<file path="src/rtl/ascon_pack.sv">
// Shared types and constants for the ASCON output serializer slice:
// the 5x64 state word, output-mode encodings, and per-capture word counts.
package ascon_pack;

    typedef struct packed {
        logic [63:0] x0;
        logic [63:0] x1;
        logic [63:0] x2;
        logic [63:0] x3;
        logic [63:0] x4;
    } type_state;

    // Encoding of mode_i.
    localparam logic [1:0] MODE_NONE  = 2'b00;
    localparam logic [1:0] MODE_DATA  = 2'b01;
    localparam logic [1:0] MODE_FINAL = 2'b10;
    localparam logic [1:0] MODE_RSVD  = 2'b11;

    // Number of 32-bit words emitted per capture.
    localparam logic [2:0] WORDS_DATA = 3'd2;
    localparam logic [2:0] WORDS_TAG  = 3'd4;

    typedef enum logic {
        S_IDLE = 1'b0,
        S_SEND = 1'b1
    } ser_state_t;

    // Counter value at which the final word of a capture is on the bus.
    function automatic logic [1:0] last_word_idx(input logic [2:0] words);
        logic [2:0] idx;
        idx = words - 3'd1;
        return idx[1:0];
    endfunction

endpackage

</file>
<file path="src/rtl/ascon_output_serializer_if.sv">
// Valid/ready word stream leaving the serializer.
interface ascon_output_serializer_if;

    logic [31:0] out_data_o;
    logic        out_valid_o;
    logic        out_ready_i;
    logic        out_last_o;
    logic        out_kind_o;

    modport master (
        output out_data_o,
        output out_valid_o,
        input  out_ready_i,
        output out_last_o,
        output out_kind_o
    );

    modport slave (
        input  out_data_o,
        input  out_valid_o,
        output out_ready_i,
        input  out_last_o,
        input  out_kind_o
    );

endinterface

</file>
<file path="src/rtl/ascon_output_serializer_xor_down.sv">
// xor_down: final key/data xoring applied to the permuted state.
// Produces the ciphertext block C, the tag T and the updated state for the
// selected mode; purely combinational.
module xor_down
    import ascon_pack::*;
(
    input  type_state    state,
    input  logic [127:0] key,
    input  logic [63:0]  data,
    input  logic [1:0]   mode,
    output type_state    state_mod,
    output logic [63:0]  c,
    output logic [127:0] t
);

    assign c = state.x0 ^ data;
    assign t = {state.x3 ^ key[127:64], state.x4 ^ key[63:0]};

    // Select the state update for the active mode.
    always_comb begin
        // NOTE: state_mod is assigned its default before any condition so every path drives it and no latch is inferred.
        state_mod = state;
        if (mode == MODE_DATA) begin
            state_mod.x0 = c;
        end else if (mode == MODE_FINAL) begin
            state_mod.x3 = t[127:64];
            state_mod.x4 = t[63:0];
        end
    end

endmodule

</file>
<file path="src/rtl/ascon_output_serializer.sv">
// ascon_output_serializer: captures C (mode 01) or T (mode 10) from the
// permuted state and emits it MSB first as 32-bit words on a valid/ready
// stream. Optional feature macro: ASCON_TAG_CHECK_EN adds expected_tag_i and
// a one-cycle tag_ok_o pulse after the last tag word is accepted.
module ascon_output_serializer
    import ascon_pack::*;
(
    input  logic         clock_i,
    input  logic         reset_i,
    input  type_state    state_i,
    input  logic         state_valid_i,
    input  logic [1:0]   mode_i,
    input  logic [127:0] key_i,
    input  logic [63:0]  data_i,
    output logic         busy_o,
    output type_state    state_o,
`ifdef ASCON_TAG_CHECK_EN
    input  logic [127:0] expected_tag_i,
    output logic         tag_ok_o,
`endif
    ascon_output_serializer_if.master out_if
);

    ser_state_t   fsm_q, fsm_d;
    logic [1:0]   cnt_q;
    logic [1:0]   last_idx_q;
    logic         kind_q;
    logic [127:0] shreg_q;
    type_state    state_q;

    type_state    state_mod;
    logic [63:0]  c_word;
    logic [127:0] t_word;

    logic capture;
    logic xfer;
    logic last_xfer;
    logic sending;

    xor_down u_xor_down (
        .state     (state_i),
        .key       (key_i),
        .data      (data_i),
        .mode      (mode_i),
        .state_mod (state_mod),
        .c         (c_word),
        .t         (t_word)
    );

    assign sending   = (fsm_q == S_SEND);
    assign capture   = (fsm_q == S_IDLE) && state_valid_i &&
                       ((mode_i == MODE_DATA) || (mode_i == MODE_FINAL));
    assign xfer      = sending && out_if.out_ready_i;
    assign last_xfer = xfer && (cnt_q == last_idx_q);

    // FSM state register.
    always_ff @(posedge clock_i) begin
        // NOTE: sequential state uses non-blocking assignments so every register samples pre-edge values.
        if (reset_i) begin
            fsm_q <= S_IDLE;
        end else begin
            fsm_q <= fsm_d;
        end
    end

    // FSM next state: capture only from IDLE, leave SEND on the last transfer.
    always_comb begin
        fsm_d = fsm_q;
        case (fsm_q)
            S_IDLE: if (capture)   fsm_d = S_SEND;
            S_SEND: if (last_xfer) fsm_d = S_IDLE;
            default:               fsm_d = S_IDLE;
        endcase
    end

    // Capture registers, output shift register and word counter.
    always_ff @(posedge clock_i) begin
        if (reset_i) begin
            // NOTE: the wide state and shift registers are reset explicitly because state_o and out_data_o must read zero after reset.
            state_q    <= '0;
            shreg_q    <= '0;
            cnt_q      <= '0;
            last_idx_q <= '0;
            kind_q     <= 1'b0;
        end else if (capture) begin
            state_q <= state_mod;
            cnt_q   <= '0;
            if (mode_i == MODE_DATA) begin
                // C is left-aligned so both modes shift out of bits [127:96].
                shreg_q    <= {c_word, 64'd0};
                last_idx_q <= last_word_idx(WORDS_DATA);
                kind_q     <= 1'b0;
            end else begin
                shreg_q    <= t_word;
                last_idx_q <= last_word_idx(WORDS_TAG);
                kind_q     <= 1'b1;
            end
        end else if (xfer) begin
            shreg_q <= {shreg_q[95:0], 32'd0};
            cnt_q   <= cnt_q + 2'd1;
        end
    end

`ifdef ASCON_TAG_CHECK_EN
    logic match_q;
    logic tag_ok_q;

    // Compare T against the expected tag at capture; pulse after the last tag word.
    always_ff @(posedge clock_i) begin
        if (reset_i) begin
            match_q  <= 1'b0;
            tag_ok_q <= 1'b0;
        end else begin
            if (capture) begin
                match_q <= (mode_i == MODE_FINAL) && (t_word == expected_tag_i);
            end
            tag_ok_q <= last_xfer && kind_q && match_q;
        end
    end

    assign tag_ok_o = tag_ok_q;
`endif

    assign busy_o             = sending;
    assign state_o            = state_q;
    assign out_if.out_valid_o = sending;
    assign out_if.out_data_o  = shreg_q[127:96];
    assign out_if.out_last_o  = sending && (cnt_q == last_idx_q);
    assign out_if.out_kind_o  = kind_q;

endmodule

</file>
<file path="src/flat_wrapper.sv">
// flat-port wrapper written by rule: the top's interface ports become plain ports
module ascon_output_serializer_flat import ascon_pack::*;
  (clock_i, reset_i, state_i, state_valid_i, mode_i, key_i, data_i, busy_o, state_o, out_if_out_data_o, out_if_out_valid_o, out_if_out_ready_i, out_if_out_last_o, out_if_out_kind_o);
  ascon_output_serializer_if out_if_i ();
  input  logic clock_i;
  input  logic reset_i;
  input  type_state state_i;
  input  logic state_valid_i;
  input  logic [1:0] mode_i;
  input  logic [127:0] key_i;
  input  logic [63:0] data_i;
  output logic busy_o;
  output type_state state_o;
  output wire logic [$bits(out_if_i.out_data_o)-1:0] out_if_out_data_o;
  output wire logic [$bits(out_if_i.out_valid_o)-1:0] out_if_out_valid_o;
  input wire logic [$bits(out_if_i.out_ready_i)-1:0] out_if_out_ready_i;
  output wire logic [$bits(out_if_i.out_last_o)-1:0] out_if_out_last_o;
  output wire logic [$bits(out_if_i.out_kind_o)-1:0] out_if_out_kind_o;
  assign out_if_out_data_o = out_if_i.out_data_o;
  assign out_if_out_valid_o = out_if_i.out_valid_o;
  assign out_if_i.out_ready_i = out_if_out_ready_i;
  assign out_if_out_last_o = out_if_i.out_last_o;
  assign out_if_out_kind_o = out_if_i.out_kind_o;
  ascon_output_serializer u_core (.clock_i(clock_i), .reset_i(reset_i), .state_i(state_i), .state_valid_i(state_valid_i), .mode_i(mode_i), .key_i(key_i), .data_i(data_i), .busy_o(busy_o), .state_o(state_o), .out_if(out_if_i));
endmodule
</file>
<file path="config.mk">
export PLATFORM = sky130hd
export DESIGN_NAME = ascon_output_serializer_flat
export DESIGN_NICKNAME = d
export VERILOG_FILES = /design/src/rtl/ascon_pack.sv /design/src/rtl/ascon_output_serializer_if.sv /design/src/rtl/ascon_output_serializer_xor_down.sv /design/src/rtl/ascon_output_serializer.sv /design/src/flat_wrapper.sv
export SDC_FILE = /design/constraint.sdc
export NUM_CORES = 1
export LEC_CHECK = 0
export BUFFER_PORTS_ARGS = -buffer_cell sky130_fd_sc_hd__buf_2
export CORE_AREA = 2 2 345 347
export DETAILED_ROUTE_END_ITERATION = 12
export DIE_AREA = 0 0 347 349
export MAX_ROUTING_LAYER = met4
export SETUP_SLACK_MARGIN = 0.15
export SKIP_CTS_REPAIR_TIMING = 1
export SLEW_MARGIN = 0
export SYNTH_ARGS = -nofsm -noshare
export SYNTH_HDL_FRONTEND = slang
export SYNTH_SLANG_ARGS = --single-unit
</file>
<file path="constraint.sdc">
create_clock -name clock_i -period 2.38 [get_ports clock_i]
set_input_delay 0.476 -clock clock_i [delete_from_list [all_inputs] [get_ports clock_i]]
set_output_delay 0.476 -clock clock_i [all_outputs]
set_load 0.1 [all_outputs]
</file>
==> results.json <==
{
  "end_kind": "primary output",
  "nets": 3814,
  "drt_wl_total_um": 109000,
  "first_global_vias": 20529,
  "gp_congestion": 0.915,
  "top_layer_used": "met4",
  "grt_usage": 0.176,
  "ctsRootBufferMaster": "clkbuf_16",
  "cts_sinks": 453,
  "hpwl_um": 86600,
  "finalSetupViolCount": 0,
  "crit_family": "flip-flops",
  "clk_pin_slew_ns": 0.06,
  "tritoncts": "yes",
  "syn-num-nets": 3015,
  "critPathSlowestCell": "dfxtp_1",
  "clock_path_buffers": 3,
  "clock_skew_ns": 0.0360,
  "fillerInstances": 12814,
  "drt-initial-drc-count": 1390,
  "hp-class": "in -> reg",
  "firstDrtPassIters": 7,
  "fin_crit_ns": 2.07,
  "crit_type": "reg -> out",
  "relSlewSlack": 0.536,
  "antenna_found_initial": 35,
  "clk_latency_ns": 0.65,
  "initial_core_util": 0.181,
  "synth_flop_cell": "dfxtp_1",
  "syn_area_um2": 21200,
  "irDropWorstVdd_mv": 0.544,
  "status": "completed",
  "worst-path-buf-inv": 1,
  "required_ns": 1.90,
  "synth_seq_cells": 453,
  "rsz0062_at_grt": "false",
  "numCtsBuffers": 58,
  "htreeDepth": 2,
  "wl_per_cell_um": 22.2,
  "ys_async_sr_fraction": 0,
  "ant_nets": 0,
  "path_max_fanout": 3,
  "synthCells": 2494,
  "dieArea_um2": 121000,
  "yosys_warnings": 0,
  "dr_wl_met2_um": 49800,
  "cellPowerDensity_nw_per_um2": 867,
  "syn_to_final_growth_pct": 40.6,
  "max_freq_mhz": 483,
  "synth_edf_count": 0,
  "p_total_uw": 25900,
  "num_io_pins": 874,
  "wl_met1_um": 47500,
  "max_stage_delay_ns": 0.33,
  "cp_cell_sequence": "xor2_1 > nor2_1 > and2_4 > buf_12",
  "core-area_um2": 117000,
  "start_kind": "flop",
  "p_leak_uw": 0.0126,
  "via_count": 21374,
  "port_buffers": 873,
  "period_share": 0.870,
  "die_x_um": 347,
  "slew_violations": 0,
  "grt-ovfl-total": 0,
  "hold_violations": 0,
  "die_h_um": 349,
  "worst_pin_slew_ns": 0.696,
  "grt_max_degree": 75,
  "drive_above_1_share": 0.328,
  "drcViolationCount": 0,
  "dr_wl_met3_um": 7830,
  "grt_pass1_wl_um": 150000,
  "synth_cell_type_count": 28,
  "syn_area_per_cell_um2": 8.52,
  "arrival_ns": 1.59,
  "routed_via_density": 4.37,
  "final_util": 0.254,
  "ys_seq_area_frac": 0.427,
  "cap_violations": 0,
  "rows": 126
}
registers in the layout, summed over array words and instances, names as in the netlist:
name	flops
u_core.shreg_q	128
u_core.last_idx_q	1
u_core.state_o	320
u_core.busy_o	1
u_core.cnt_q	2
u_core.out_if.out_kind_o	1
synth_stat cells, types with 64 or more instances:
cell,instances,area (µm²)
buf_2,89,445
dfxtp_1,453,9070
clkbuf_1,106,398
a21oi_1,129,646
xor2_1,387,3390
nand3b_1,128,961
nor4_1,64,400
a211oi_1,224,1680
nand2_1,322,1210
o22ai_1,64,400
nor3_1,98,490
nor2_1,293,1100
power by group:
part	internal (µW)	switching (µW)	total, µW
registers	8260	443	8700
clock network	5500	3710	9210
logic	1830	6140	7970
final timing paths:
path                                          start                   to  slack (ns)  depth (start not counted)
worst min-delay path                   state_i[165]  u_core.state_o[165]        0.06                          3
worst min register to register  u_core.state_o[159]  u_core.state_o[159]        0.45                          2
worst max-delay path                u_core.cnt_q[0]    out_if_out_last_o        0.31                          4
worst max register to register        u_core.busy_o   u_core.shreg_q[95]        0.33                          5
cells in the final DEF (no fill, tap or decap), drive strengths merged, types with 6 or more instances in the layout:
cell type / netlist / final
a211oi: 224 / 224
o22ai: 64 / 64
nor4: 64 / 64
bufinv: 0 / 7
clkinv: 0 / 6
inv: 2 / 6
buf: 146 / 991
nand2: 322 / 322
nor3: 98 / 98
a21oi: 129 / 129
xor2: 387 / 387
a32oi: 32 / 32
nand3b: 128 / 128
nor2: 293 / 293
dfxtp: 453 / 453
a22oi: 32 / 32
diode: 0 / 27
clkbuf: 106 / 80
through the flow:
stage | instance area (µm²) | TNS (ns) | hold slack [ns] | std cells | setup WS [ns]
after global placement | 27800 | -18.44 | 0.439 | 4769 | -0.434
after CTS | 29800 | 0 | 0.00185 | 4869 | 0.0419
after floorplan | 21200 | 0 | 0.460 | 2494 | 0.246
after global routing | 29800 | 0 | 0.0344 | 4890 | 0.173
final | 29900 | 0 | 0.0646 | 4896 | 0.310
after detailed placement | 27800 | -23.53 | 0.443 | 4769 | -0.442
layout make-up:
type                            count  area, µm²  share of cell area
Clock inverter                     20        327              0.0109
Clock buffer                       80       1620              0.0544
Tap cell                         1536       1920              0.0644
Inverter                            2       7.51            0.000251
Antenna cell                       27       67.6             0.00226
Sequential cell                   453       9070               0.304
Timing Repair Buffer              991       5800               0.194
Multi-Input combinational cell   1787      11000               0.370
layer usage:
metal,vias up,track usage
met4,0,0.0678
li1,10264,-
met5,-,-
met3,152,0.0457
met1,10133,0.219
met2,825,0.273
worst register-to-register path, cell delays in order, from the launching register on:
cell,delay (ns)
dfxtp_4,0.43
or4b_4,0.56
buf_12,0.19
o22ai_1,0.48
buf_4,0.22
nor4_1,0.06
kinds of logic (layout without fill, tap and decap cells):
group                      after synthesis  in the layout  share of synthesized area
AOI/OAI and AO/OA                      482            482                      0.153
xor gates and xnor gates               388            388                      0.160
adders and majority gates                3              3                    0.00177
buffers and inverters                  254           1093                     0.0581
DFF                                    453            453                      0.427
other                                    0             27                          0
and+or+nand+nor                        914            914                      0.200
Note: power is estimated with default switching activity, not from simulation.
